<file path="src/rtl/regfile_scoreboard_pkg.sv">
// Shared constants and the write-port request type for the register-file scoreboard.
package regfile_scoreboard_pkg;

  localparam int REG_ADDR_W = 5;
  localparam int NUM_REGS   = 32;
  // Data width carried by wb_req_t; the top casts its DWIDTH ports to and from it.
  localparam int WB_DATA_W  = 32;

  typedef struct packed {
    logic                  valid;
    logic [REG_ADDR_W-1:0] rd;
    logic [WB_DATA_W-1:0]  data;
  } wb_req_t;

endpackage

</file>
<file path="src/rtl/regfile_scoreboard_wb_port_arbiter.sv">
// Fixed-priority 2:1 arbiter for the single register-file write port.
// wb0 always wins; a write to x0 is consumed but never enabled.
module wb_port_arbiter
  import regfile_scoreboard_pkg::*;
(
  input  logic    rst,
  input  wb_req_t wb0_i,
  input  wb_req_t wb1_i,
  output logic    wb1_ready_o,
  output logic    regwren_o,
  output wb_req_t sel_o
);

  always_comb begin
    sel_o       = '0;
    wb1_ready_o = 1'b0;
    regwren_o   = 1'b0;
    if (!rst) begin
      wb1_ready_o = ~wb0_i.valid;
      if (wb0_i.valid) begin
        sel_o = wb0_i;
      end else if (wb1_i.valid) begin
        sel_o = wb1_i;
      end
      regwren_o = sel_o.valid & (sel_o.rd != '0);
    end
  end

endmodule

</file>
<file path="src/rtl/regfile_scoreboard.sv">
// Busy-bit scoreboard for long-latency writes: RAW/WAW/capacity/starvation stall
// generation plus arbitration of the register-file write port.
module regfile_scoreboard
  import regfile_scoreboard_pkg::*;
#(
  parameter int DWIDTH          = 32,
  parameter int MAX_OUTSTANDING = 4,
  parameter int STARVE_LIMIT    = 8
) (
  input  logic                                 clk,
  input  logic                                 rst,
  input  logic                                 issue_valid_i,
  input  logic                                 issue_longlat_i,
  input  logic                                 issue_uses_rs1_i,
  input  logic                                 issue_uses_rs2_i,
  input  logic                                 issue_writes_rd_i,
  input  logic [REG_ADDR_W-1:0]                issue_rs1_i,
  input  logic [REG_ADDR_W-1:0]                issue_rs2_i,
  input  logic [REG_ADDR_W-1:0]                issue_rd_i,
  output logic                                 stall_o,
  input  logic                                 wb0_valid_i,
  input  logic [REG_ADDR_W-1:0]                wb0_rd_i,
  input  logic [DWIDTH-1:0]                    wb0_data_i,
  input  logic                                 wb1_valid_i,
  output logic                                 wb1_ready_o,
  input  logic [REG_ADDR_W-1:0]                wb1_rd_i,
  input  logic [DWIDTH-1:0]                    wb1_data_i,
  output logic                                 regwren_o,
  output logic [REG_ADDR_W-1:0]                rd_o,
  output logic [DWIDTH-1:0]                    datawb_o,
  output logic [$clog2(MAX_OUTSTANDING+1)-1:0] outstanding_o
);

  localparam int CW = $clog2(MAX_OUTSTANDING + 1);
  localparam int SW = $clog2(STARVE_LIMIT + 1);

  logic [NUM_REGS-1:0] busy_q, busy_d;
  logic [CW-1:0]       count_q, count_d;
  logic [SW-1:0]       starve_cnt_q, starve_cnt_d;
  logic                starve_flag_q, starve_flag_d;
  logic                raw, waw, full, issued, accept, cnt_inc, cnt_dec;
  wb_req_t             wb0_req, wb1_req, sel_req;

  assign wb0_req = '{valid: wb0_valid_i, rd: wb0_rd_i, data: WB_DATA_W'(wb0_data_i)};
  assign wb1_req = '{valid: wb1_valid_i, rd: wb1_rd_i, data: WB_DATA_W'(wb1_data_i)};

  wb_port_arbiter u_arb (
    .rst         (rst),
    .wb0_i       (wb0_req),
    .wb1_i       (wb1_req),
    .wb1_ready_o (wb1_ready_o),
    .regwren_o   (regwren_o),
    .sel_o       (sel_req)
  );

  assign rd_o          = sel_req.rd;
  assign datawb_o      = DWIDTH'(sel_req.data);
  assign outstanding_o = rst ? '0 : count_q;

  // Hazards look only at registered busy bits, so a clear never bypasses into the same cycle.
  always_comb begin
    raw = (issue_uses_rs1_i & (issue_rs1_i != '0) & busy_q[issue_rs1_i]) |
          (issue_uses_rs2_i & (issue_rs2_i != '0) & busy_q[issue_rs2_i]);
    waw = issue_writes_rd_i & (issue_rd_i != '0) & busy_q[issue_rd_i];
    full = issue_longlat_i & (count_q == CW'(MAX_OUTSTANDING));
    stall_o = rst | (issue_valid_i & (raw | waw | full | starve_flag_q));
    issued = issue_valid_i & ~stall_o;
    accept = wb1_valid_i & wb1_ready_o;
  end

  always_comb begin
    busy_d        = busy_q;
    count_d       = count_q;
    starve_cnt_d  = starve_cnt_q;
    starve_flag_d = starve_flag_q;
    cnt_inc       = issued & issue_longlat_i;
    // A return with nothing outstanding is a protocol error; the count saturates at zero.
    cnt_dec       = accept & (count_q != '0);

    if (cnt_inc && !cnt_dec) begin
      count_d = count_q + CW'(1);
    end else if (cnt_dec && !cnt_inc) begin
      count_d = count_q - CW'(1);
    end

    if (accept && (wb1_rd_i != '0)) begin
      busy_d[wb1_rd_i] = 1'b0;
    end
    if (cnt_inc && issue_writes_rd_i && (issue_rd_i != '0)) begin
      busy_d[issue_rd_i] = 1'b1;
    end

    if (accept || !wb1_valid_i) begin
      starve_cnt_d = '0;
    end else if (starve_cnt_q != SW'(STARVE_LIMIT)) begin
      starve_cnt_d = starve_cnt_q + SW'(1);
    end

    if (accept) begin
      starve_flag_d = 1'b0;
    end else if (starve_cnt_d == SW'(STARVE_LIMIT)) begin
      starve_flag_d = 1'b1;
    end
  end

  always_ff @(posedge clk) begin
    if (rst) begin
      busy_q        <= '0;
      count_q       <= '0;
      starve_cnt_q  <= '0;
      starve_flag_q <= 1'b0;
    end else begin
      busy_q        <= busy_d;
      count_q       <= count_d;
      starve_cnt_q  <= starve_cnt_d;
      starve_flag_q <= starve_flag_d;
    end
  end

endmodule

</file>
<file path="config.mk">
export PLATFORM = sky130hd
export DESIGN_NAME = regfile_scoreboard
export DESIGN_NICKNAME = d
export VERILOG_FILES = /design/src/rtl/regfile_scoreboard_pkg.sv /design/src/rtl/regfile_scoreboard_wb_port_arbiter.sv /design/src/rtl/regfile_scoreboard.sv
export SDC_FILE = /design/constraint.sdc
export NUM_CORES = 1
export LEC_CHECK = 0
export ABC_AREA = 1
export CELL_PAD_IN_SITES_DETAIL_PLACEMENT = 1
export CELL_PAD_IN_SITES_GLOBAL_PLACEMENT = 1
export CORE_ASPECT_RATIO = 1.1
export CORE_MARGIN = 2
export CORE_UTILIZATION = 29
export DETAILED_ROUTE_END_ITERATION = 12
export PLACE_DENSITY = 0.8
export SYNTH_ARGS = -nofsm -noshare
export SYNTH_HDL_FRONTEND = slang
export SYNTH_SLANG_ARGS = --single-unit
</file>
<file path="constraint.sdc">
create_clock -name clk -period 3.7 [get_ports clk]
set_input_delay 0.74 -clock clk [delete_from_list [all_inputs] [get_ports clk]]
set_output_delay 0.74 -clock clk [all_outputs]
set_load 0.02 [all_outputs]
</file>
==> results of run 1 <==
kinds of logic (layout without fill, tap and decap cells):
group,after synthesis,after routing,synth area share [%]
AND/OR/NAND/NOR,340,340,40.12
AO/OA/AOI/OAI,132,132,24.46
adder cells (fa/ha/maj),4,4,1.652
flip-flops,40,40,22.99
XOR/XNOR,2,2,0.5030
buffers and inverters,89,232,10.27
stage by stage:
step           setup WS, ns  power (W)  utilization [%]  hold slack, ns
6_report             0.2051   0.001372            46.17          0.4819
5_1_grt            0.001930   0.001422            46.17          0.5230
4_1_cts             0.07501   0.001373            46.06          0.4841
3_5_place_dp        -0.2098  0.0008805            44.65          0.4760
3_3_place_gp        -0.1360  0.0008685            44.65          0.4581
2_1_floorplan        0.6002  0.0006381                -          0.4197
layout make-up:
type                    instances  share of cell area, %
clock buffers                   6                  2.408
clock inverters                 2                 0.6545
flip-flops and latches         40                  14.96
multi-input cells             478                  43.52
repair buffers                171                  31.09
inverters                      53                  3.857
well taps                     150                  3.506
synthesized netlist by cell type:
master	count	area, um2
a21oi_1	42	210.2
a22oi_1	5	37.54
a31oi_1	3	18.77
a32o_1	32	320.3
and3_1	1	6.260
buf_1	4	15.01
buf_2	7	35.03
buf_4	4	30.03
clkbuf_1	21	78.83
clkinv_1	2	7.510
dfxtp_1	40	800.8
fa_1	1	20.02
ha_1	3	37.54
inv_1	49	183.9
inv_2	2	7.510
nand2_1	176	660.6
nand3_1	70	350.3
nand4_1	1	6.260
nor2_1	72	270.3
nor2_2	2	12.51
nor3_1	17	85.08
o211ai_1	5	37.54
o21ai_0	43	215.2
o21ai_1	1	5.000
o21bai_1	1	7.510
or2_2	1	6.260
xor2_1	2	17.52
worst reg2reg max path, delay by kind of cell (launching register included):
kind                     cells  cell delay [ns]
AND/OR/NAND/NOR              9             0.82
AO/OA/AOI/OAI                5             0.56
adder cells (fa/ha/maj)      2             0.54
flip-flops                   1             0.35
buffers and inverters        3             0.28
repair_timing:
action / CTS / global route
gates cloned: 0 / 0
pin swaps: 0 / 0
resized for setup: 2 / 6
endpoints found under the setup margin: 1 / 2
hold buffers: 0 / 0
flip-flops by register name, indices dropped and copies added, names as in the netlist:
register,count
count_q,3
starve_cnt_q,4
busy_q,32
starve_flag_q,1
per-layer routing:
metal	part of all wire, %	vias up
met5	0	-
met4	1.6	0
met3	3.5	22
li1	-	2328
met1	44	2324
met2	51	135
power by group:
| group | leakage (nW) | internal (W) | total, W | switching, W |
|---|---|---|---|---|
| logic | 1.71 | 0.000210 | 0.000435 | 0.000225 |
| registers | 0.323 | 0.000435 | 0.000440 | 0.00000518 |
| clock network | 0.0808 | 0.000318 | 0.000497 | 0.000179 |
path summary, 6_finish.rpt:
path,end,cells past startpoint,start,slack [ns]
max,stall_o,13,issue_rs1_i[0],0.21
min,busy_q[10]$_SDFF_PP0_,2,busy_q[10]$_SDFF_PP0_,0.48
max reg2reg,count_q[2]$_SDFFE_PP0P_,19,busy_q[3]$_SDFF_PP0_,1.04
min reg2reg,busy_q[10]$_SDFF_PP0_,2,busy_q[10]$_SDFF_PP0_,0.48
==> results.ini, run 1 <==
[power_and_ir_drop]
power_density_nw_per_um2 = 256.3
p_leak_nw = 2.116
ir_drop_mv = 0.1815

[sta]
finalCritPeriodShare_pct = 94.46
setup-tns-final_ns = 0
rsz0062_at_grt = no
period_minus_slack_ns = 3.495
finalHoldViolCount = 0
max_slew_margin_pct = 64.93
setup_viol = 0
worstMarginPinSlew_ns = 0.5241
drv_slew = 0
fmax_ghz = 0.2861
clock_skew_ns = 0.004969

[setup_path]
path_common_cell = nand2_1
crit_buf_inv = 3
crit_family = buffers and inverters
crit_fanout = 10
critPathArrivalTime_ns = 2.75
worstPathRequired_ns = 2.96
worst-setup-path-type = in -> out
cpPeakStageDelay_ns = 0.46
crit_slowest_cell = clkdlybuf4s50_1
crit_chain = clkdlybuf4s50_1, inv_1, nand2_1, nand3_1, nand2_1, nand2_1, o21ai_0, o21bai_1, nand3_1, nand2_1, nand2_1, nand2_1, clkdlybuf4s15_1
crit_path_start_kind = input port
cp-end-kind = output port

[cells_and_area]
fin_cells = 900
drive_above_1_share_pct = 6.133
synthToLayoutAreaGrowth_pct = 53.66
fin_area_um2 = 5353
diodes = 0
register_area_um2 = 800.8
fin_nets = 851
final_common_cell = nand2_1
fill_cells = 1557
multi_input_area_um2 = 2330
final_cell_mix = nand2_1 (176), clkdlybuf4s50_1 (137), nor2_1 (72)

[clock_network]
cts_htree_levels = 2
cts_tree = yes
clock_sinks = 40
root_buffer = clkbuf_16
clk_latency_ns = 0.28
clk_path_buf_depth = 2
post_cts_buffers = 0
clk_pin_slew_ns = 0.06
cts-buffers-inserted = 5

[logic_synthesis]
synth_seq_area_share_pct = 22.99
synth.cell_area_um2 = 3483
syn_area_per_cell_um2 = 5.739
syn_inst = 607
yosysUniqueCellTypes = 27
ys.warnings.count = 0
ys_seq_elements = 40
syn_nets = 709

[global_route]
grt.total_usage_pct = 24.94
grt_overflow = 0
grt_pass1_vias = 4941
met2_usage_pct = 44.49
grt_pass1_wl_um = 25560
gr-max-usage-layer = met2
grt_start_max_net_pins = 47
grt_use_met1_pct = 31.69
antenna_found_initial = 0
met3_usage_pct = 2.901

[floorplanning]
die_area_um2 = 12900
die_y_um = 118.9
coreArea_um2 = 11590
initial_core_util_pct = 30.05
die_width_um = 108.5
io-pin-count = 141
rows = 41

[placed_design]
placed_area_um2 = 5176
finalWeightedCongestion = 0.8982
port_buffers = 140
post-dp-hpwl_um = 13140
dp_cells = 892

[detailed_routing]
num_vias = 4809
drc = 0
initialDrtViolationCount = 343
vias_per_cell = 5.343
first_pass_iters = 5
wl_per_cell_um = 18.24
wirelength_um = 16420
drtAntennaViolNets = 0

[status]
status = complete, no violations

[job]
drv_cap = 0

[min_path]
worstHoldPathType = reg -> reg

(Power assumes the default switching activity.)
==> run 2, diff against run 1 <==
--- a/config.mk
+++ b/config.mk
@@ -10,9 +10,9 @@
 export CELL_PAD_IN_SITES_GLOBAL_PLACEMENT = 1
 export CORE_ASPECT_RATIO = 1.1
 export CORE_MARGIN = 2
-export CORE_UTILIZATION = 29
+export CORE_UTILIZATION = 31
 export DETAILED_ROUTE_END_ITERATION = 12
-export PLACE_DENSITY = 0.8
+export PLACE_DENSITY = 0.85
 export SYNTH_ARGS = -nofsm -noshare
 export SYNTH_HDL_FRONTEND = slang
 export SYNTH_SLANG_ARGS = --single-unit
==> constraint.sdc (replaced) <==
create_clock -name clk -period 4.1 [get_ports clk]
set_input_delay 0.82 -clock clk [delete_from_list [all_inputs] [get_ports clk]]
set_output_delay 0.82 -clock clk [all_outputs]
set_load 0.02 [all_outputs]
==> run 2 against run 1 <==
  * Clock power fell by 9.5%
  * Die area down 6.2%
  * Combinational power down 13%
  * Sequential power is 9.8% lower
  * Clock skew fell by 0.00075 ns
  * First-iteration DRC count is 10% lower
  * Final cell count shrank 1.6%
  * Critical path type unchanged
  * Global-route usage is 1.4 points higher
  * Sequential share of layout area increased by 0.30 points
  * Setup slack gained 0.14 ns
  * Largest cell class unchanged
==> results.ini, run 2 (synthesized netlist as in run 1, its figures left out) <==
[global_route]
antenna_found_initial = 0
grt_start_max_net_pins = 33
grt_pass1_wl_um = 25290
grt_pass1_vias = 4880
grt.total_usage_pct = 26.29
grt_overflow = 0

[floorplanning]
rows = 40
die_width_um = 105.1
coreArea_um2 = 10960
die_area_um2 = 12100
io-pin-count = 141
initial_core_util_pct = 31.78
die_y_um = 115.2

[placed_design]
finalWeightedCongestion = 0.9669
dp_cells = 878
port_buffers = 140
placed_area_um2 = 5077
post-dp-hpwl_um = 12830

[detailed_routing]
wl_per_cell_um = 18.44
drc = 0
vias_per_cell = 5.391
wirelength_um = 16340
first_pass_iters = 5
drtAntennaViolNets = 0
num_vias = 4776
initialDrtViolationCount = 308

[sta]
hold_slack_ns = 0.4807
setup-tns-final_ns = 0
finalHoldViolCount = 0
max_slew_margin_pct = 62.69
finalCritPeriodShare_pct = 91.70
rsz0062_at_grt = no
fmax_ghz = 0.2660
clock_skew_ns = 0.004219
worstMarginPinSlew_ns = 0.5576
setup_viol = 0
period_minus_slack_ns = 3.760
drv_slew = 0

[clock_network]
clock_sinks = 40
clk_path_buf_depth = 2
clk_latency_ns = 0.29
cts_htree_levels = 2
cts-buffers-inserted = 5
root_buffer = clkbuf_16
ctsHoldBuffers = 0
clk_pin_slew_ns = 0.06
post_cts_buffers = 0
ctsResizeCount = 0
cts_tree = yes

[setup_path]
crit_slowest_cell = clkdlybuf4s50_1
crit_path_start_kind = input port
cp-end-kind = output port
worst-setup-path-type = in -> out
worstPathRequired_ns = 3.28
crit_chain = clkdlybuf4s50_1, nor3_2, buf_4, a32o_1, clkdlybuf4s50_1
crit_fanout = 32
cpPeakStageDelay_ns = 0.63
critPathArrivalTime_ns = 2.94
path_common_cell = clkdlybuf4s50_1

[cells_and_area]
fill_cells = 1473
largest-register = busy_q
largest_reg_flops = 32
final_cell_mix = nand2_1 (176), clkdlybuf4s50_1 (139), nor2_1 (72)
fin_nets = 840
final_common_cell = nand2_1
fin_cells = 886
fin_area_um2 = 5248
reg_top3 = busy_q x32, starve_cnt_q x4, count_q x3
drive_above_1_share_pct = 4.601
synthToLayoutAreaGrowth_pct = 50.65
diodes = 0

[power_and_ir_drop]
p_leak_nw = 2.042
ir_drop_mv = 0.1736
power_density_nw_per_um2 = 233.6

[job]
drv_cap = 0

[min_path]
worstHoldPathType = reg -> reg

[status]
status = complete, no violations

run 2: worst paths after layout:
| path | slack (ns) | end | cells after the start | from |
|---|---|---|---|---|
| worst max-delay path | 0.34 | datawb_o[10] | 5 | wb0_valid_i |
| worst min-delay path | 0.48 | busy_q[16]$_SDFF_PP0_ | 2 | busy_q[16]$_SDFF_PP0_ |
| worst max register to register | 1.32 | count_q[2]$_SDFFE_PP0P_ | 20 | busy_q[16]$_SDFF_PP0_ |
| worst min register to register | 0.48 | busy_q[16]$_SDFF_PP0_ | 2 | busy_q[16]$_SDFF_PP0_ |
run 2: final cells by class:
class,count,area (um2),share of cell area (%)
inverter,53,198.9,3.791
multi-input combinational,478,2330,44.40
tap,147,183.9,3.505
sequential,40,800.8,15.26
clock buffer,5,125.1,2.384
clock inverter,3,42.54,0.8107
timing repair buffer,160,1567,29.85
run 2: stage by stage:
stage	power (W)	util, %	worst slack (ns)
floorplan	0.0005758	-	0.9202
global placement	0.0007692	46.32	0.1488
detailed placement	0.0007796	46.32	0.1489
CTS	0.001223	47.85	0.1231
global route	0.001271	47.88	0.1937
finish	0.001226	47.88	0.3403
run 2: critical path, delay by kind of cell:
kind,cells,cell delay [ns]
buf+inv,3,1.60
simple gates,1,0.30
compound gates,1,0.21
run 2: routing by layer:
metal  track usage, %  up-vias  share of wire (%)
met1            32.42     2286                 41
met3            3.288       38                4.7
met2            46.19      142                 50
met4            11.56        0                3.6
met5                0        -                  0
li1                 -     2310                  -
run 2: power breakdown:
group          total [W]  switching (W)  internal [W]  leakage (nW)
clock network   0.000450       0.000164      0.000286        0.0798
logic           0.000379       0.000196      0.000183          1.64
registers       0.000397     0.00000447      0.000393         0.323
total            0.00123       0.000365      0.000861          2.04
==> run 3, diff against run 2 <==
--- a/config.mk
+++ b/config.mk
@@ -6,6 +6,7 @@
 export NUM_CORES = 1
 export LEC_CHECK = 0
 export ABC_AREA = 1
+export ABC_CLOCK_PERIOD_IN_PS = 4100
 export CELL_PAD_IN_SITES_DETAIL_PLACEMENT = 1
 export CELL_PAD_IN_SITES_GLOBAL_PLACEMENT = 1
 export CORE_ASPECT_RATIO = 1.1
==> results of run 3 <==
Same layout as run 2: the final DEF is identical, and so are final timing and power.
